### config.mk
export PLATFORM = sky130hd
export DESIGN_NAME = matmul_result_writeback
export DESIGN_NICKNAME = d
export VERILOG_FILES = /design/src/rtl/matmul_result_writeback_pkg.sv /design/src/rtl/matmul_row_relu.sv /design/src/rtl/matmul_result_writeback.sv
export SDC_FILE = /design/constraint.sdc
export NUM_CORES = 1
export LEC_CHECK = 0
export ABC_AREA = 1
export CAP_MARGIN = 10
export CORE_AREA = 2 2 326 328
export CTS_BUF_LIST = sky130_fd_sc_hd__clkbuf_4 sky130_fd_sc_hd__clkbuf_8 sky130_fd_sc_hd__clkbuf_16
export DETAILED_ROUTE_END_ITERATION = 16
export DIE_AREA = 0 0 328 330
export SYNTH_ARGS = -nofsm -noshare
export SYNTH_HDL_FRONTEND = slang
export SYNTH_SLANG_ARGS = --single-unit
### constraint.sdc
create_clock -name clk -period 9.1 [get_ports clk]
set_clock_uncertainty 0.1 [all_clocks]
set_input_delay 0.91 -clock clk [delete_from_list [all_inputs] [get_ports clk]]
set_output_delay 0.91 -clock clk [all_outputs]
set_load 0.02 [all_outputs]
### src/rtl/matmul_result_writeback_pkg.sv
// Shared definitions for the matmul result writeback block.
// Holds the default geometry of the matmul datapath and the FSM state encoding
// used by matmul_result_writeback.
package matmul_result_writeback_pkg;

  localparam int unsigned NumLanesDef    = 8;
  localparam int unsigned DWidthDef      = 16;
  localparam int unsigned RegIdWidthDef  = 8;
  localparam int unsigned Log2NumLanesDef = 3;

  typedef enum logic [1:0] {
    StIdle    = 2'd0,
    StCapture = 2'd1,
    StDrain   = 2'd2
  } wb_state_e;

endpackage

### src/rtl/matmul_row_relu.sv
// Combinational per-row ReLU clamp.
// Ports:
//   en   - when 1, every negative lane is forced to zero
//   din  - NUMLANES signed elements of DWIDTH bits, lane 0 in the LSBs
//   dout - clamped row (equal to din when en=0)
module matmul_row_relu
  import matmul_result_writeback_pkg::*;
#(
  parameter int unsigned NUMLANES = NumLanesDef,
  parameter int unsigned DWIDTH   = DWidthDef
) (
  input  logic                       en,
  input  logic [NUMLANES*DWIDTH-1:0] din,
  output logic [NUMLANES*DWIDTH-1:0] dout
);

  always_comb begin
    dout = din;
    for (int l = 0; l < int'(NUMLANES); l++) begin
      // Sign bit set means the element is negative.
      if (en && din[l*DWIDTH+DWIDTH-1]) begin
        dout[l*DWIDTH +: DWIDTH] = '0;
      end
    end
  end

endmodule

### src/rtl/matmul_result_writeback.sv
// Matmul result writeback.
// Captures NUMLANES result rows streamed by the matmul unit (one per cycle while
// c_data_avail is high), optionally clamps them with ReLU, then drains the rows
// selected by row_valid to the vector register file through a valid/ready port.
// Ports:
//   clk, resetn           - clock, synchronous active-low reset
//   start                 - latch in_dst/in_dst_we/vmask/row_valid/relu_en, arm capture
//   c_data, c_data_avail  - result row stream from the multiplier
//   out_*                 - writeback beat (data, dst = in_dst + row, row, we, mask)
//   busy                  - high whenever a command is in flight
//   done                  - one-cycle pulse after the command finishes
//   err                   - one-cycle pulse after a protocol violation
module matmul_result_writeback
  import matmul_result_writeback_pkg::*;
#(
  parameter int unsigned NUMLANES     = NumLanesDef,
  parameter int unsigned DWIDTH       = DWidthDef,
  parameter int unsigned REGIDWIDTH   = RegIdWidthDef,
  parameter int unsigned LOG2NUMLANES = Log2NumLanesDef
) (
  input  logic                       clk,
  input  logic                       resetn,
  input  logic                       start,
  input  logic [REGIDWIDTH-1:0]      in_dst,
  input  logic                       in_dst_we,
  input  logic [NUMLANES-1:0]        vmask,
  input  logic [NUMLANES-1:0]        row_valid,
  input  logic                       relu_en,
  input  logic [NUMLANES*DWIDTH-1:0] c_data,
  input  logic                       c_data_avail,
  output logic                       out_valid,
  input  logic                       out_ready,
  output logic [NUMLANES*DWIDTH-1:0] out_data,
  output logic [REGIDWIDTH-1:0]      out_dst,
  output logic [LOG2NUMLANES-1:0]    out_row,
  output logic                       out_we,
  output logic [NUMLANES-1:0]        out_mask,
  output logic                       busy,
  output logic                       done,
  output logic                       err
);

  localparam int unsigned RowW = NUMLANES * DWIDTH;
  localparam logic [LOG2NUMLANES-1:0] LastRow = LOG2NUMLANES'(NUMLANES - 1);

  wb_state_e state_q, state_d;

  logic [LOG2NUMLANES-1:0] cnt_q, cnt_d;
  logic [LOG2NUMLANES-1:0] ptr_q, ptr_d;
  logic                    done_q, done_d;
  logic                    err_q, err_d;

  // Command fields latched on start.
  logic [REGIDWIDTH-1:0] dst_q;
  logic                  we_q;
  logic [NUMLANES-1:0]   mask_q;
  logic [NUMLANES-1:0]   rv_q;
  logic                  relu_q;

  logic [RowW-1:0] buf_q [NUMLANES];
  logic [RowW-1:0] relu_row;

  logic [LOG2NUMLANES-1:0] first_idx;
  logic [LOG2NUMLANES-1:0] next_idx;
  logic                    has_next;

  matmul_row_relu #(
    .NUMLANES (NUMLANES),
    .DWIDTH   (DWIDTH)
  ) u_row_relu (
    .en   (relu_q),
    .din  (c_data),
    .dout (relu_row)
  );

  // Lowest valid row overall, and lowest valid row strictly above the drain pointer.
  // Scanning downwards lets the last hit win, which is the lowest index.
  always_comb begin
    first_idx = '0;
    next_idx  = '0;
    has_next  = 1'b0;
    for (int i = int'(NUMLANES) - 1; i >= 0; i--) begin
      if (rv_q[i]) begin
        first_idx = LOG2NUMLANES'(i);
        if (i > int'(ptr_q)) begin
          next_idx = LOG2NUMLANES'(i);
          has_next = 1'b1;
        end
      end
    end
  end

  // State register.
  always_ff @(posedge clk) begin
    if (!resetn) begin
      state_q <= StIdle;
      cnt_q   <= '0;
      ptr_q   <= '0;
      done_q  <= 1'b0;
      err_q   <= 1'b0;
    end else begin
      state_q <= state_d;
      cnt_q   <= cnt_d;
      ptr_q   <= ptr_d;
      done_q  <= done_d;
      err_q   <= err_d;
    end
  end

  // Command latch; only updated when a command is accepted.
  always_ff @(posedge clk) begin
    if (!resetn) begin
      dst_q  <= '0;
      we_q   <= 1'b0;
      mask_q <= '0;
      rv_q   <= '0;
      relu_q <= 1'b0;
    end else if (state_q == StIdle && start) begin
      dst_q  <= in_dst;
      we_q   <= in_dst_we;
      mask_q <= vmask;
      rv_q   <= row_valid;
      relu_q <= relu_en;
    end
  end

  // Row buffer; contents are don't-care after reset so it carries no reset.
  always_ff @(posedge clk) begin
    if (state_q == StCapture && c_data_avail) begin
      buf_q[cnt_q] <= relu_row;
    end
  end

  // Next-state logic.
  always_comb begin
    state_d = state_q;
    cnt_d   = cnt_q;
    ptr_d   = ptr_q;
    done_d  = 1'b0;
    err_d   = 1'b0;
    unique case (state_q)
      StIdle: begin
        // A row arriving with no command armed is dropped.
        if (c_data_avail) err_d = 1'b1;
        if (start) begin
          state_d = StCapture;
          cnt_d   = '0;
        end
      end
      StCapture: begin
        if (start) err_d = 1'b1;
        if (c_data_avail) begin
          cnt_d = cnt_q + 1'b1;
          if (cnt_q == LastRow) begin
            cnt_d = '0;
            if (rv_q == '0) begin
              state_d = StIdle;
              done_d  = 1'b1;
            end else begin
              state_d = StDrain;
              ptr_d   = first_idx;
            end
          end
        end
      end
      StDrain: begin
        if (start || c_data_avail) err_d = 1'b1;
        if (out_ready) begin
          if (has_next) begin
            ptr_d = next_idx;
          end else begin
            state_d = StIdle;
            ptr_d   = '0;
            done_d  = 1'b1;
          end
        end
      end
      default: state_d = StIdle;
    endcase
  end

  // Outputs; beat fields are forced to zero outside DRAIN so nothing leaks from the buffer.
  always_comb begin
    out_valid = 1'b0;
    out_data  = '0;
    out_dst   = '0;
    out_row   = '0;
    out_we    = 1'b0;
    out_mask  = '0;
    if (state_q == StDrain) begin
      out_valid = 1'b1;
      out_data  = buf_q[ptr_q];
      out_dst   = dst_q + REGIDWIDTH'(ptr_q);
      out_row   = ptr_q;
      out_we    = we_q;
      out_mask  = mask_q;
    end
  end

  assign busy = (state_q != StIdle);
  assign done = done_q;
  assign err  = err_q;

endmodule

# Yosys cells after proc, flatten, opt, wreduce, memory -nomap -nowiden
# Memories as Yosys holds them, arrays and structs flattened. A register that Yosys moved wholly into a read port is not among the register bits.
# Index checks and enable logic that the tools add are counted.
[classes]
add_sub_neg = 2
n_lt_le_gt_ge = 7
eq_ne = 9
muxes = 81
reduce_logical = 19
[ops]
columns = ["op", "count"]
rows = [
  ["128-bit two-way mux", 1],
  ["16-bit two-way mux", 8],
  ["3-bit two-way mux", 33],
  ["1-bit two-way mux", 26],
  ["8-bit two-way mux", 2],
  ["3-bit > comparator, first input constant", 4],
  ["2-bit two-way mux", 6],
  ["3-bit one-hot mux with 2 select lines", 2],
  ["1-bit logical AND", 10],
  ["2-bit inequality test, second input constant", 5],
  ["5-bit AND reduction", 2],
  ["8-bit by 3-bit adder with 8-bit output", 1],
  ["8-bit zero test", 1],
  ["2-bit by 3-bit > comparator with 1-bit output, first input constant", 2],
  ["2-bit one-hot mux with 3 select lines", 1],
  ["2-bit nonzero test", 3],
  ["3-bit by 1-bit adder with 3-bit output, second input constant", 1],
  ["3-bit equality test, second input constant", 1],
  ["1-bit by 3-bit > comparator with 1-bit output, first input constant", 1],
  ["1-bit one-hot mux with 3 select lines", 1],
  ["3-bit AND reduction", 1],
  ["2-bit by 1-bit equality test with 1-bit output, second input constant", 1],
  ["2-bit equality test, second input constant", 1],
  ["2-bit zero test", 1],
  ["3 further kinds", 3],
]
[word_totals]
register_bits = 36
mem_bits_rw = 1024
input_bits = 159
output_inout_bits = 152
word_cells = 129
mem_count = 1
[mem_list]
columns = ["memory", "depth", "word_bits", "rd", "rd_ports_with_merged_regs", "write_ports", "line_no", "source"]
rows = [
  ["buf_q", 8, 128, 1, 1, 1, "matmul_result_writeback.sv:60", "logic [RowW-1:0] buf_q [NUMLANES];"],
]

# Depth between registers and ports, before layout
[logic_depth]
ltp_word = 20
depth_mapped = 10
ltp_nobuf = 10

# Modules after synthesis
# A second synthesis with hierarchy kept.
[hier_totals]
hier_cells = 3506
hier_area_um2 = 43030.0
[modules_own_cells]
columns = ["module", "n_inst", "cells_each", "area_each_um2"]
rows = [
  ["matmul_result_writeback", 1, 3220, 41667.5],
  ["matmul_row_relu", 1, 286, 1362.6],
]

# Least setup slack after synthesis
# OpenSTA, ideal clock, no wires.
[synth_timing]
kind = "input to register"
start = "input port c_data_avail"
end = "memory buf_q[1][0] (netlist bit), enable pin"
setup_time_ps = 616
arrival_ps = 6462
slack_ps = 1921
cell_stages = 4
n_path_buf = 0
path_cell_list = "nand2_1 -> inv_1 -> nand2_1 -> nor2_1"
[synth_via]
elab_chain_len = 3
[synth_lines]
columns = ["item", "line_no", "source"]
rows = [
  ["start, declared", "matmul_result_writeback.sv:30", "input logic c_data_avail,"],
  ["1-bit logical AND", "matmul_result_writeback.sv:129", "if (state_q == StCapture && c_data_avail) begin"],
  ["1-bit two-way mux", "matmul_result_writeback.sv:129", ""],
  ["1-bit two-way mux (implied by the code)", "matmul_result_writeback.sv:130", "buf_q[cnt_q] <= relu_row;"],
  ["end, declared", "matmul_result_writeback.sv:60", ""],
]
# No other way between the ends.

==> impl_metrics.tcl <==
set metrics [dict create \
    pre_cts_slack_ns 4.122 \
    wl_per_cell_um 20.19 \
    grt_first_pass_wirelength_mm 157.4 \
    hold_slack_ns 0.3836 \
    clk_pin_slew_ns 0.06 \
    yosysSeqAreaShare_pct 73.79 \
    maxCapViolCount 0 \
    fin_util_pct 48.15 \
    grt_pass1_vias 25900 \
    worstSetupPathType "flip-flop to primary output" \
    dr.pass1.iters 5 \
    combinationalPowerShare_pct 29.6 \
    dpl-instance-area_um2 46800 \
    drive_above_1_share_pct 5.744 \
    crit_path_cell_trace "buf_12 > buf_4 > o21ai_0 > o22ai_1 > o21ai_1 > a31oi_1 > clkdlybuf4s50_1" \
    p_sw_mw 4.942 \
    clkLatencyLatePin_ns 0.67 \
    worst_slack_ns 3.380 \
    grt_max_degree 249 \
    cp.depth 7 \
    min_period_ns 5.720 \
    synth_common_cells "edfxtp_1, nor2_1, o21ai_0" \
    place.gp.congestion 0.7469 \
    yosysWarnings 0 \
    placed_cells 5002 \
    cts-root-buf "clkbuf_16" \
    hold_class "flip-flop to flip-flop" \
    core_area_um2 104700 \
    slowest_stage "buf_4" \
    reg2reg_from "state_q[1]" \
    synth_top_area_share_pct 71.96 \
    grt_overflow 0 \
    ir_drop_mv 0.2725 \
    cts_resized 0 \
    required_ns 8.09 \
    rsz0062_at_grt "false" \
    grtUsageTotal_pct 19.04 \
    total_power_mw 14.58 \
    worst_pin_slew_ns 1.146 \
    cp-end-kind "primary output" \
    syn_inst 3501 \
    setup_violations 0 \
    synth.most_common_cell "edfxtp_1" \
    hold_viol 0 \
    layout.cells.non_filler 5205 \
    p_clk_share_pct 30.5 \
    ys_ff_latch 1063 \
    min_delay_path_depth 2 \
    powerDensity_nw_per_um2 289.3 \
    outcome "finished, final reports clean" \
    reg2reg_to "buf_q[1][80]" \
    drc 0 \
    synth_nets 3671 \
    worst-path-max-fanout 193 \
    start_kind "flip-flop" \
    worst_hold_path.endpoint "mask_q[7]" \
    finalCritPeriodShare_pct 62.86 \
    io_pins 311 \
    reg2reg_depth 8 \
    r2r_slack_ns 5.26 \
    initial_utilization_pct 40.83 \
    critPathTopFamily "buffers and inverters" \
    fp.dieH_um 330 \
    fmax_ghz 0.1748 \
    design_area_um2 50400 \
    p_leak_nw 17.00 \
    ant_nets 0 \
    critPathBufInv 3 \
    async_reset_ff_share_pct 0 \
    synth_top_cell_by_area "edfxtp_1" \
    via_per_inst 5.244 \
    numPortBuffers 310 \
    crit_arrival_ns 4.71 \
    postCtsSetupBuffers 0 \
    cts.sinks 1063 \
    ys.flop_type "edfxtp_1" \
    hold_buffers 0 \
    routed_wl_mm 105.1 \
    avgSynthCellArea_um2 12.21 \
    num_vias 27294 \
    nets 3893 \
    seq_power_share_pct 39.9 \
    synth_area_um2 42730 \
    drv_slew 0 \
    setup_tns_ns 0 \
    cts_buffers 110 \
    slew_headroom_pct 23.43 \
    cts_tree "done" \
    synth_edf_count 1024 \
    dp_hpwl_mm 51.33 \
    min_from "mask_q[7]" \
    synth_cell_types 30 \
    die_w_um 328 \
    cpPeakStageDelay_ns 0.86 \
    p_int_mw 9.640 \
    synth_area_leaders "edfxtp_1, nor2_1, o21ai_0" \
    area_growth_syn_to_layout_pct 17.95 \
    cts.path.max_buffers 3 \
    antenna_found_initial 4 \
    cts.htree.levels 3 \
    p_sw_share_pct 33.89 \
    rows 119 \
    die_area_um2 108200 \
    dr.first_iter.drc_count 2268 \
]
==> cell usage in the layout (no fill, tap or decap), types with 2 or more instances in the layout <==
master,instances
a211oi_1,3
a21oi_1,23
a31oi_1,130
buf_12,10
buf_4,21
bufinv_16,10
clkbuf_16,113
clkbuf_4,22
clkbuf_8,3
clkdlybuf4s50_1,310
clkinv_1,31
clkinv_2,15
clkinvlp_4,3
dfxtp_1,36
dfxtp_4,2
edfxtp_1,1024
ha_1,9
inv_1,179
inv_6,4
inv_8,2
nand2_1,74
nand3_1,14
nand4_1,2
nor2_1,950
nor2_4,8
nor3_1,3
o21ai_0,487
o21ai_1,188
o22ai_1,128
or2_2,2
==> state kept, by name, summed over array words and instances, names as in the netlist, named ones only <==
register	cells
cnt_q	3
ptr_q	3
done	1
we_q	1
mask_q	8
err	1
buf_q	1024
dst_q	8
rv_q	8
relu_q	1
state_q	2
==> power groups by stage <==
stage	Combinational [mW]	Sequential [mW]	Clock (mW)
after floorplan	3.09	5.88	0
after global placement	4.31	5.92	0
after detailed placement	4.35	5.92	0
after CTS	4.35	5.82	4.53
after global routing	4.81	5.84	4.72
final	4.32	5.82	4.45
==> tightest hold or removal path, delay by kind of cell, from the launching register on <==
family,cells,cell delay [ns]
and+or+nand+nor,2,0.13
DFF,1,0.32
==> per-layer routing <==
metal / global-route usage, % / wire (µm) / vias up
met5: 0 / 13 / -
met4: 5.026 / 1819 / 2
met3: 2.600 / 5566 / 112
met2: 32.48 / 51720 / 737
met1: 25.67 / 45970 / 13483
li1: - / - / 12960
==> worst max path at each step <==
stage,to,from,slack (ns)
floorplan,buf_q[1][0],c_data_avail,1.92
global placement,out_data[43],flip-flop,4.14
detailed placement,out_data[43],flip-flop,4.12
CTS,out_data[43],flip-flop,3.36
global route,out_data[43],flip-flop,3.14
finish,out_data[43],flip-flop,3.38
==> cells by family (layout without fill, tap and decap cells) <==
group | count (synthesis) | in the layout | synth area share (%)
adders and majority gates | 11 | 11 | 0.3396
and+or+nand+nor | 1054 | 1054 | 9.340
other | 0 | 1 | 0
AOI/OAI and AO/OA | 960 | 960 | 12.02
DFF | 1063 | 1063 | 73.79
buffers and inverters | 413 | 725 | 4.512
==> area by class of cell <==
| class | count | area, µm² |
|---|---|---|
| Tap cell | 1391 | 1740 |
| Antenna cell | 1 | 2.502 |
| Fill cell | 9273 | 54270 |
| Timing Repair Buffer | 341 | 3461 |
| Clock buffer | 138 | 3034 |
| Inverter | 182 | 714.4 |
| Multi-Input combinational cell | 2025 | 9346 |
| Sequential cell | 1063 | 31540 |
| Clock inverter | 64 | 565.5 |
(Power assumes the default switching activity.)
